$ cat config.mk
export PLATFORM = sky130hd
export DESIGN_NAME = note_voice
export DESIGN_NICKNAME = d
export VERILOG_FILES = /design/src/rtl/note_voice.sv
export SDC_FILE = /design/constraint.sdc
export NUM_CORES = 1
export LEC_CHECK = 0
export BUFFER_PORTS_ARGS = -buffer_cell sky130_fd_sc_hd__buf_2
export CORE_MARGIN = 4
export CORE_UTILIZATION = 55
export CTS_CLUSTER_DIAMETER = 120
export DETAILED_ROUTE_END_ITERATION = 8
export PLACE_DENSITY = 0.74
export SYNTH_ARGS = -nofsm -noshare
export SYNTH_HDL_FRONTEND = slang
export SYNTH_SLANG_ARGS = --single-unit
$ cat constraint.sdc
create_clock -name clk -period 5 [get_ports clk]
set_input_delay 0.75 -clock clk [delete_from_list [all_inputs] [get_ports clk]]
set_output_delay 0.75 -clock clk [all_outputs]
set_load 0.01 [all_outputs]
$ cat src/rtl/note_voice.sv
// Single-voice tone generator: 16-bit phase accumulator driven by a note
// increment table, square wave scaled by an attack/sustain/release envelope.
module note_voice #(
  parameter int unsigned ENV_DIV  = 10,
  parameter int unsigned ENV_STEP = 8
) (
  input  logic       clk,
  input  logic       rst,
  input  logic [3:0] note,
  output logic [7:0] sample,
  output logic       active,
  output logic [7:0] env_level
);

  localparam int unsigned PRE_W = (ENV_DIV > 2) ? $clog2(ENV_DIV) : 1;
  localparam logic [PRE_W-1:0] PRE_MAX = PRE_W'(ENV_DIV - 1);
  localparam logic [8:0] STEP9 = 9'(ENV_STEP);
  localparam logic [7:0] STEP8 = 8'(ENV_STEP);

  typedef enum logic [1:0] {IDLE, ATTACK, SUSTAIN, RELEASE} state_t;

  state_t           state, state_d;
  logic [3:0]       note_q, note_d;
  logic [7:0]       amp, amp_d;
  logic [15:0]      phase, phase_d;
  logic [PRE_W-1:0] pre, pre_d;

  logic        change_c;
  logic        tick_c;
  logic [15:0] inc_c;
  logic [8:0]  amp_sum_c;
  logic [7:0]  amp_up_c;
  logic [7:0]  amp_dn_c;

  // Per-note phase increment for a 10 kHz sample rate
  always_comb begin
    inc_c = 16'd0;
    case (note_q)
      4'd1:  inc_c = 16'd1715;
      4'd2:  inc_c = 16'd1817;
      4'd3:  inc_c = 16'd1925;
      4'd4:  inc_c = 16'd2039;
      4'd5:  inc_c = 16'd2160;
      4'd6:  inc_c = 16'd2289;
      4'd7:  inc_c = 16'd2425;
      4'd8:  inc_c = 16'd2569;
      4'd9:  inc_c = 16'd2722;
      4'd10: inc_c = 16'd2884;
      4'd11: inc_c = 16'd3055;
      4'd12: inc_c = 16'd3237;
      4'd13: inc_c = 16'd3429;
      4'd14: inc_c = 16'd3633;
      4'd15: inc_c = 16'd3849;
      default: inc_c = 16'd0;
    endcase
  end

  // Change detection, envelope tick and saturating amplitude steps
  always_comb begin
    change_c  = (note != note_q);
    tick_c    = ((state == ATTACK) || (state == RELEASE)) && (pre == PRE_MAX);
    amp_sum_c = {1'b0, amp} + STEP9;
    amp_up_c  = (amp_sum_c >= 9'd255) ? 8'd255 : amp_sum_c[7:0];
    amp_dn_c  = (amp <= STEP8) ? 8'd0 : (amp - STEP8);
  end

  // Next-state logic; a note change that acts beats an envelope tick
  always_comb begin
    state_d = state;
    note_d  = note_q;
    amp_d   = amp;
    phase_d = phase;
    pre_d   = pre;
    if (state != IDLE) begin
      phase_d = phase + inc_c;
    end
    case (state)
      IDLE: begin
        if (change_c && (note != 4'd0)) begin
          state_d = ATTACK;
          note_d  = note;
          phase_d = 16'd0;
          amp_d   = 8'd0;
          pre_d   = '0;
        end
      end
      default: begin
        if (change_c && (note != 4'd0)) begin
          // Retrigger keeps phase and amplitude for a click-free restart
          state_d = ATTACK;
          note_d  = note;
          pre_d   = '0;
        end else if (change_c && (state != RELEASE)) begin
          // Note released; note_q keeps the pitch for the release tail
          state_d = RELEASE;
          pre_d   = '0;
        end else if (state != SUSTAIN) begin
          if (tick_c) begin
            pre_d = '0;
            if (state == ATTACK) begin
              amp_d = amp_up_c;
              if (amp_up_c == 8'd255) state_d = SUSTAIN;
            end else begin
              amp_d = amp_dn_c;
              if (amp_dn_c == 8'd0) begin
                state_d = IDLE;
                phase_d = 16'd0;
              end
            end
          end else begin
            pre_d = pre + PRE_W'(1);
          end
        end
      end
    endcase
  end

  // State and datapath registers
  always_ff @(posedge clk or posedge rst) begin
    if (rst) begin
      state  <= IDLE;
      note_q <= 4'd0;
      amp    <= 8'd0;
      phase  <= 16'd0;
      pre    <= '0;
    end else begin
      state  <= state_d;
      note_q <= note_d;
      amp    <= amp_d;
      phase  <= phase_d;
      pre    <= pre_d;
    end
  end

  assign sample    = phase[15] ? amp : 8'd0;
  assign env_level = amp;
  assign active    = (state != IDLE);

endmodule

# Word level (Yosys, flattened, before mapping)
# Memory sizes are Yosys's and may differ from the RTL's.
# Index checks and enable logic that the tools add are counted.
[totals]
register_bits = 34
romBits = 192
n_memories = 1
output_inout_bits = 17
input_bits = 6
[classes]
n_mux = 34
magnitude_cmp = 2
reduce_logical = 16
n_eq_ne = 11
add_sub_neg = 4
[memory_table]
columns = ["memory", "depth", "word_bits", "rd", "rd_clocked_by_memory_dff", "write_ports", "line", "source"]
rows = [
  ["(name not given)", 16, 12, 1, 0, 0, "38", "case (note_q)"],
]
[op_table]
columns = ["cell", "count"]
rows = [
  ["16-bit 2-to-1 mux", 9],
  ["8-bit 2-to-1 mux", 10],
  ["4-bit 2-to-1 mux", 6],
  ["2-bit 2-to-1 mux", 9],
  ["16-bit adder", 1],
  ["5-bit AND reduction", 2],
  ["8-bit by 4-bit adder with 9-bit output (second input constant)", 1],
  ["9-bit by 8-bit greater-or-equal comparator with 1-bit output (second input constant)", 1],
  ["8-bit == test (second input constant)", 1],
  ["8-bit by 4-bit less-or-equal comparator with 1-bit output (second input constant)", 1],
  ["8-bit zero test", 1],
  ["2-bit != test (second input constant)", 4],
  ["4-bit nonzero test", 2],
  ["8-bit by 4-bit subtractor with 8-bit output (second input constant)", 1],
  ["2-bit nonzero test", 3],
  ["3-bit nonzero test", 2],
  ["4-bit by 1-bit adder with 4-bit output (second input constant)", 1],
  ["4-bit == test (second input constant)", 1],
  ["4-bit by 3-bit != test with 1-bit output (second input constant)", 1],
  ["4-bit != test", 1],
  ["1-bit logical AND", 3],
  ["2-bit by 1-bit == test with 1-bit output (second input constant)", 1],
  ["2-bit == test (second input constant)", 1],
  ["2-bit zero test", 1],
  ["3 further kinds", 3],
]

# Logic depth before layout (Yosys ltp)
[logic_depth]
word_depth = 11
depth_mapped = 14
mapped_depth_nobuf = 14

# Worst setup path before layout
# Ideal clock, no wire load.
[synth_path]
path_type = "flip-flop to flip-flop"
startpoint = "register note_q[0]"
endpoint = "register phase[14]"
required_time_ns = 4.874
stages_incl_launch_ff = 15
path_slack_ns = 1.981
arrival_ns = 2.893
period_less_slack_ns = 3.019
cell_sequence = "dfrtp_1 > inv_1 > ha_1 > mux2i_1 > nor2_1 > a21oi_1 > ha_1 > inv_1 > fa_1 > nand3b_1 > a311o_1 > a211o_1 > and2_1 > o21ai_0 > a21oi_1"
[synth_via]
elab_chain_cells = 10
word_cells_on_any_way = 14
classes_between = "1 x add/sub; 1 x eq/ne; 9 x mux; 2 x reduce/logical; 1 x memory"
[synth_rtl]
columns = ["element", "line", "source"]
rows = [
  ["start, declared", "23", "logic [3:0] note_q, note_d;"],
  ["start signal, assigned", "128", "note_q <= note_d;"],
  ["memory read 16 x 12 bit", "n/a", ""],
  ["16-bit adder", "75", "phase_d = phase + inc_c;"],
  ["16-bit 2-to-1 mux", "74", "if (state != IDLE) begin"],
  ["16-bit 2-to-1 mux", "105", "if (amp_dn_c == 8'd0) begin"],
  ["16-bit 2-to-1 mux", "100", "if (state == ATTACK) begin"],
  ["16-bit 2-to-1 mux", "98", "if (tick_c) begin"],
  ["16-bit 2-to-1 mux", "97", "end else if (state != SUSTAIN) begin"],
  ["16-bit 2-to-1 mux", "93", "end else if (change_c && (state != RELEASE)) begin"],
  ["16-bit 2-to-1 mux", "88", "if (change_c && (note != 4'd0)) begin"],
  ["16-bit 2-to-1 mux (*)", "77", "case (state)"],
  ["net phase_d[14]", "25", "logic [15:0] phase, phase_d;"],
  ["end signal, assigned", "130", "phase <= phase_d;"],
  ["end, declared", "25", ""],
]
# The timed path passes the listed nets; every way through them passes the cells marked *.
# A chain may end at the register's enable or synchronous reset.

# Worst setup path in the final report
# Ends and elaborated chain as after synthesis.

==> results.py <==
metrics = {
    "place": {
        "dp_cells": 402,
        "hpwlAfterDp_um": 4310,
        "place.gp.congestion": 0.852,
        "portBuffers": 22,
    },
    "logic_synthesis": {
        "synth-seq-cells": 34,
        "synthMuxAreaShare_pct": 1.47,
        "synth_cells": 327,
        "synth_nets": 362,
        "yosysSeqAreaShare_pct": 30.4,
        "synth_area_sq_mm": 0.00280,
        "synth_ff_type": "dfrtp_1",
        "avgSynthCellArea_sq_um": 8.57,
        "synthAdderAreaFrac_pct": 13.2,
        "synth_top_family_by_area": "compound AO/OA/AOI/OAI gates",
        "synthSimpleGateAreaFrac_pct": 16.7,
        "post_synth_num_cell_types": 57,
        "synth-compound-area-share_pct": 25.7,
        "synth-xor-area-share_pct": 6.21,
        "synth-edff-count": 0,
        "ys_warn_count": 0,
        "async_flop_share_pct": 100,
    },
    "die": {
        "coreArea_sq_mm": 0.00482,
        "die_w_um": 79.4,
        "die-area_sq_mm": 0.00630,
        "die_h_um": 79.4,
        "core.rowCount": 25,
        "num_io_pins": 23,
        "start_util_pct": 58.2,
    },
    "drt": {
        "drc": 0,
        "dr_wl_met2_um": 2690,
        "drt_iter0_markers": 151,
        "postRouteAntennaNets": 0,
        "top_layer": "met4",
        "drt-total-wl_um": 5890,
        "wl_met3_um": 236,
        "wl_per_cell_um": 14.4,
        "drt-pass1-iter-count": 4,
        "met1Wirelength_um": 2920,
        "via_per_inst": 5.81,
        "vias": 2383,
    },
    "timing": {
        "finalCritPeriodShare_pct": 66.9,
        "setup_tns_ns": 0,
        "fin_worst_skew_ns": 0.0114,
        "period_minus_slack_ns": 3.34,
        "maxSlewHeadroom_pct": 44.6,
        "grt_setup_unrepaired": "false",
        "hold_viol": 0,
        "worst_slew_pin_slew_ns": 0.824,
        "slew_viol_final": 0,
        "timing.fmax_mhz": 299,
        "setup_viol": 0,
    },
    "clock_network": {
        "cts_tree": "done",
        "clk_pin_slew_ns": 0.08,
        "clock_sinks": 34,
        "post_cts_buffers": 0,
        "ctsRootBufferMaster": "clkbuf_8",
        "hold_buffers": 0,
        "htree_levels": 2,
        "clk_latency_ns": 0.28,
        "numCtsBuffers": 5,
        "ctsLongestPathBuffers": 2,
        "cts-resized-gates": 0,
    },
    "finish": {
        "antenna-diode-count": 0,
        "n_fill_cell": 438,
        "drive_gt1_share_pct": 11.1,
        "instances_no_fill": 410,
        "utilization_pct": 62.5,
        "syn_to_final_growth_pct": 7.37,
        "nNetsFinal": 377,
    },
    "pwr": {
        "ir_drop_uv": 201,
        "leakagePower_uw": 0.00141,
        "cellPowerDensity_mw_per_mm2": 432,
    },
    "setup_path": {
        "path_max_fanout": 7,
        "cp.required_ns": 5.17,
        "cp-start-kind": "register",
        "worstSetupEndpointType": "register",
        "crit_type": "register to register",
        "cp.arrival_ns": 3.51,
    },
    "status": {
        "outcome": "complete, no violations",
    },
    "job": {
        "maxCapViolations": 0,
    },
    "global_routing": {
        "grt_pass1_wl_um": 10100,
        "grt_max_degree": 35,
        "grt_usage_pct": 19.8,
        "grt_pass1_vias": 2185,
        "antenna_found_initial": 0,
        "grt-ovfl-total": 0,
    },
    "worst_hold_path": {
        "hold_path_class": "register to register",
    },
}
[where the power goes]
group	total, uW	switching (uW)	internal, uW
Combinational	668	342	325
Sequential	417	64.0	353
Clock	214	103	111
[area by class of cell]
cell class                 instances  area, sq um  share of cell area, %
multi-input combinational        253         1770                   58.9
sequential                        34          851                   28.3
clock buffer                       7         86.3                   2.87
inverter                          25         93.8                   3.12
timing repair buffer              23          118                   3.91
clock inverter                     1         5.00                  0.166
tap                               67         83.8                   2.79
[cells in the mapped netlist (all sizes together) (2+ instances only)]
library cell / count / area (sq um)
a211oi: 3 / 22.5
a21o: 8 / 60.1
a21oi: 24 / 124
a221oi: 2 / 17.5
a22o: 12 / 105
a31oi: 8 / 50.1
and2: 6 / 37.5
and3: 4 / 25.0
buf: 7 / 56.3
clkbuf: 8 / 30.0
dfrtp: 34 / 851
ha: 28 / 350
inv: 25 / 93.8
mux2i: 3 / 30.0
nand2: 23 / 86.3
nand2b: 3 / 18.8
nand3: 6 / 30.0
nand3b: 2 / 15.0
nor2: 27 / 104
nor2b: 5 / 31.3
nor3: 6 / 30.0
nor4: 3 / 40.0
o2111ai: 2 / 17.5
o211ai: 2 / 15.0
o21a: 3 / 22.5
o21ai: 29 / 145
o221ai: 2 / 17.5
o31a: 2 / 17.5
or2: 2 / 12.5
xnor2: 12 / 105
xor2: 7 / 68.8
[per-stage QoR]
step | instance area [sq um] | hold slack [ns] | power, uW | worst slack (ns)
finish | 3010 | 0.513 | 1300 | 1.66
global route | 3010 | 0.535 | 1420 | 1.37
CTS | 3010 | 0.517 | 1310 | 1.65
detailed placement | 2920 | 0.495 | 1090 | 1.65
global placement | 2920 | 0.492 | 1070 | 1.82
floorplan | 2800 | 0.472 | 952 | 1.98
[kinds of logic (layout without fill, tap and decap cells)]
family / after synthesis / after routing
AOI/OAI and AO/OA: 109 / 109
adders and majority gates: 29 / 29
DFF: 34 / 34
buffers and inverters: 40 / 56
muxes: 4 / 4
and+or+nand+nor: 92 / 92
xor gates and xnor gates: 19 / 19
[critical path, cell delays in order, from the launching register on]
cell,delay [ns]
dfrtp_1,0.49
inv_1,0.16
ha_1,0.36
mux2i_1,0.16
nor2_1,0.06
a21oi_1,0.15
ha_1,0.18
inv_1,0.05
fa_1,0.39
nand3b_1,0.19
a311o_1,0.36
a211o_1,0.30
and2_1,0.16
o21ai_0,0.14
a21oi_1,0.08
[per-layer routing]
layer | track usage [%] | vias to the layer above
li1 | - | 1203
met1 | 28.1 | 1128
met2 | 31.8 | 48
met3 | 3.05 | 4
met4 | 4.81 | 0
met5 | 0 | -
[cells in the final DEF, fill, tap and decap left out, types with 2 or more instances in the layout]
| cell type | netlist | routed |
|---|---|---|
| nor2b_1 | 5 | 5 |
| a211oi_1 | 3 | 3 |
| o221ai_1 | 2 | 2 |
| a31oi_1 | 8 | 8 |
| nand3_1 | 6 | 6 |
| and3_1 | 4 | 4 |
| nor2_1 | 26 | 26 |
| o2111ai_1 | 2 | 2 |
| o31a_1 | 2 | 2 |
| clkbuf_8 | 0 | 6 |
| buf_2 | 3 | 22 |
| or2_2 | 2 | 2 |
| a21o_1 | 8 | 8 |
| o21a_1 | 3 | 3 |
| xor2_1 | 6 | 6 |
| nand2_1 | 23 | 23 |
| ha_1 | 28 | 28 |
| o21ai_0 | 29 | 29 |
| and2_1 | 6 | 6 |
| nor3_1 | 6 | 6 |
| mux2i_1 | 3 | 3 |
| dfrtp_1 | 34 | 34 |
| o211ai_1 | 2 | 2 |
| a22o_1 | 12 | 12 |
| inv_1 | 25 | 25 |
| a221oi_1 | 2 | 2 |
| nand2b_1 | 3 | 3 |
| a21oi_1 | 23 | 23 |
| xnor2_1 | 12 | 12 |
| nand3b_1 | 2 | 2 |
[sequential cells by signal, summed over array words and instances (netlist names)]
signal / flops
env_level: 8
note_q: 4
phase: 16
state: 2
pre: 4
[path summary, 6_finish.rpt]
| kind | end | start | cells past startpoint | slack, ns |
|---|---|---|---|---|
| max | phase[14]$_DFF_PP0_ | note_q[0]$_DFFE_PP0P_ | 14 | 1.66 |
| min | phase[0]$_DFF_PP0_ | phase[0]$_DFF_PP0_ | 1 | 0.51 |
| max reg2reg | phase[14]$_DFF_PP0_ | note_q[0]$_DFFE_PP0P_ | 14 | 1.66 |
| min reg2reg | phase[0]$_DFF_PP0_ | phase[0]$_DFF_PP0_ | 1 | 0.51 |
| max in group asynchronous | pre[2]$_DFFE_PP0P_ | rst | 3 | 4.12 |
| min in group asynchronous | note_q[3]$_DFFE_PP0P_ | rst | 3 | 0.56 |
Power figures use the tool's default switching activity.
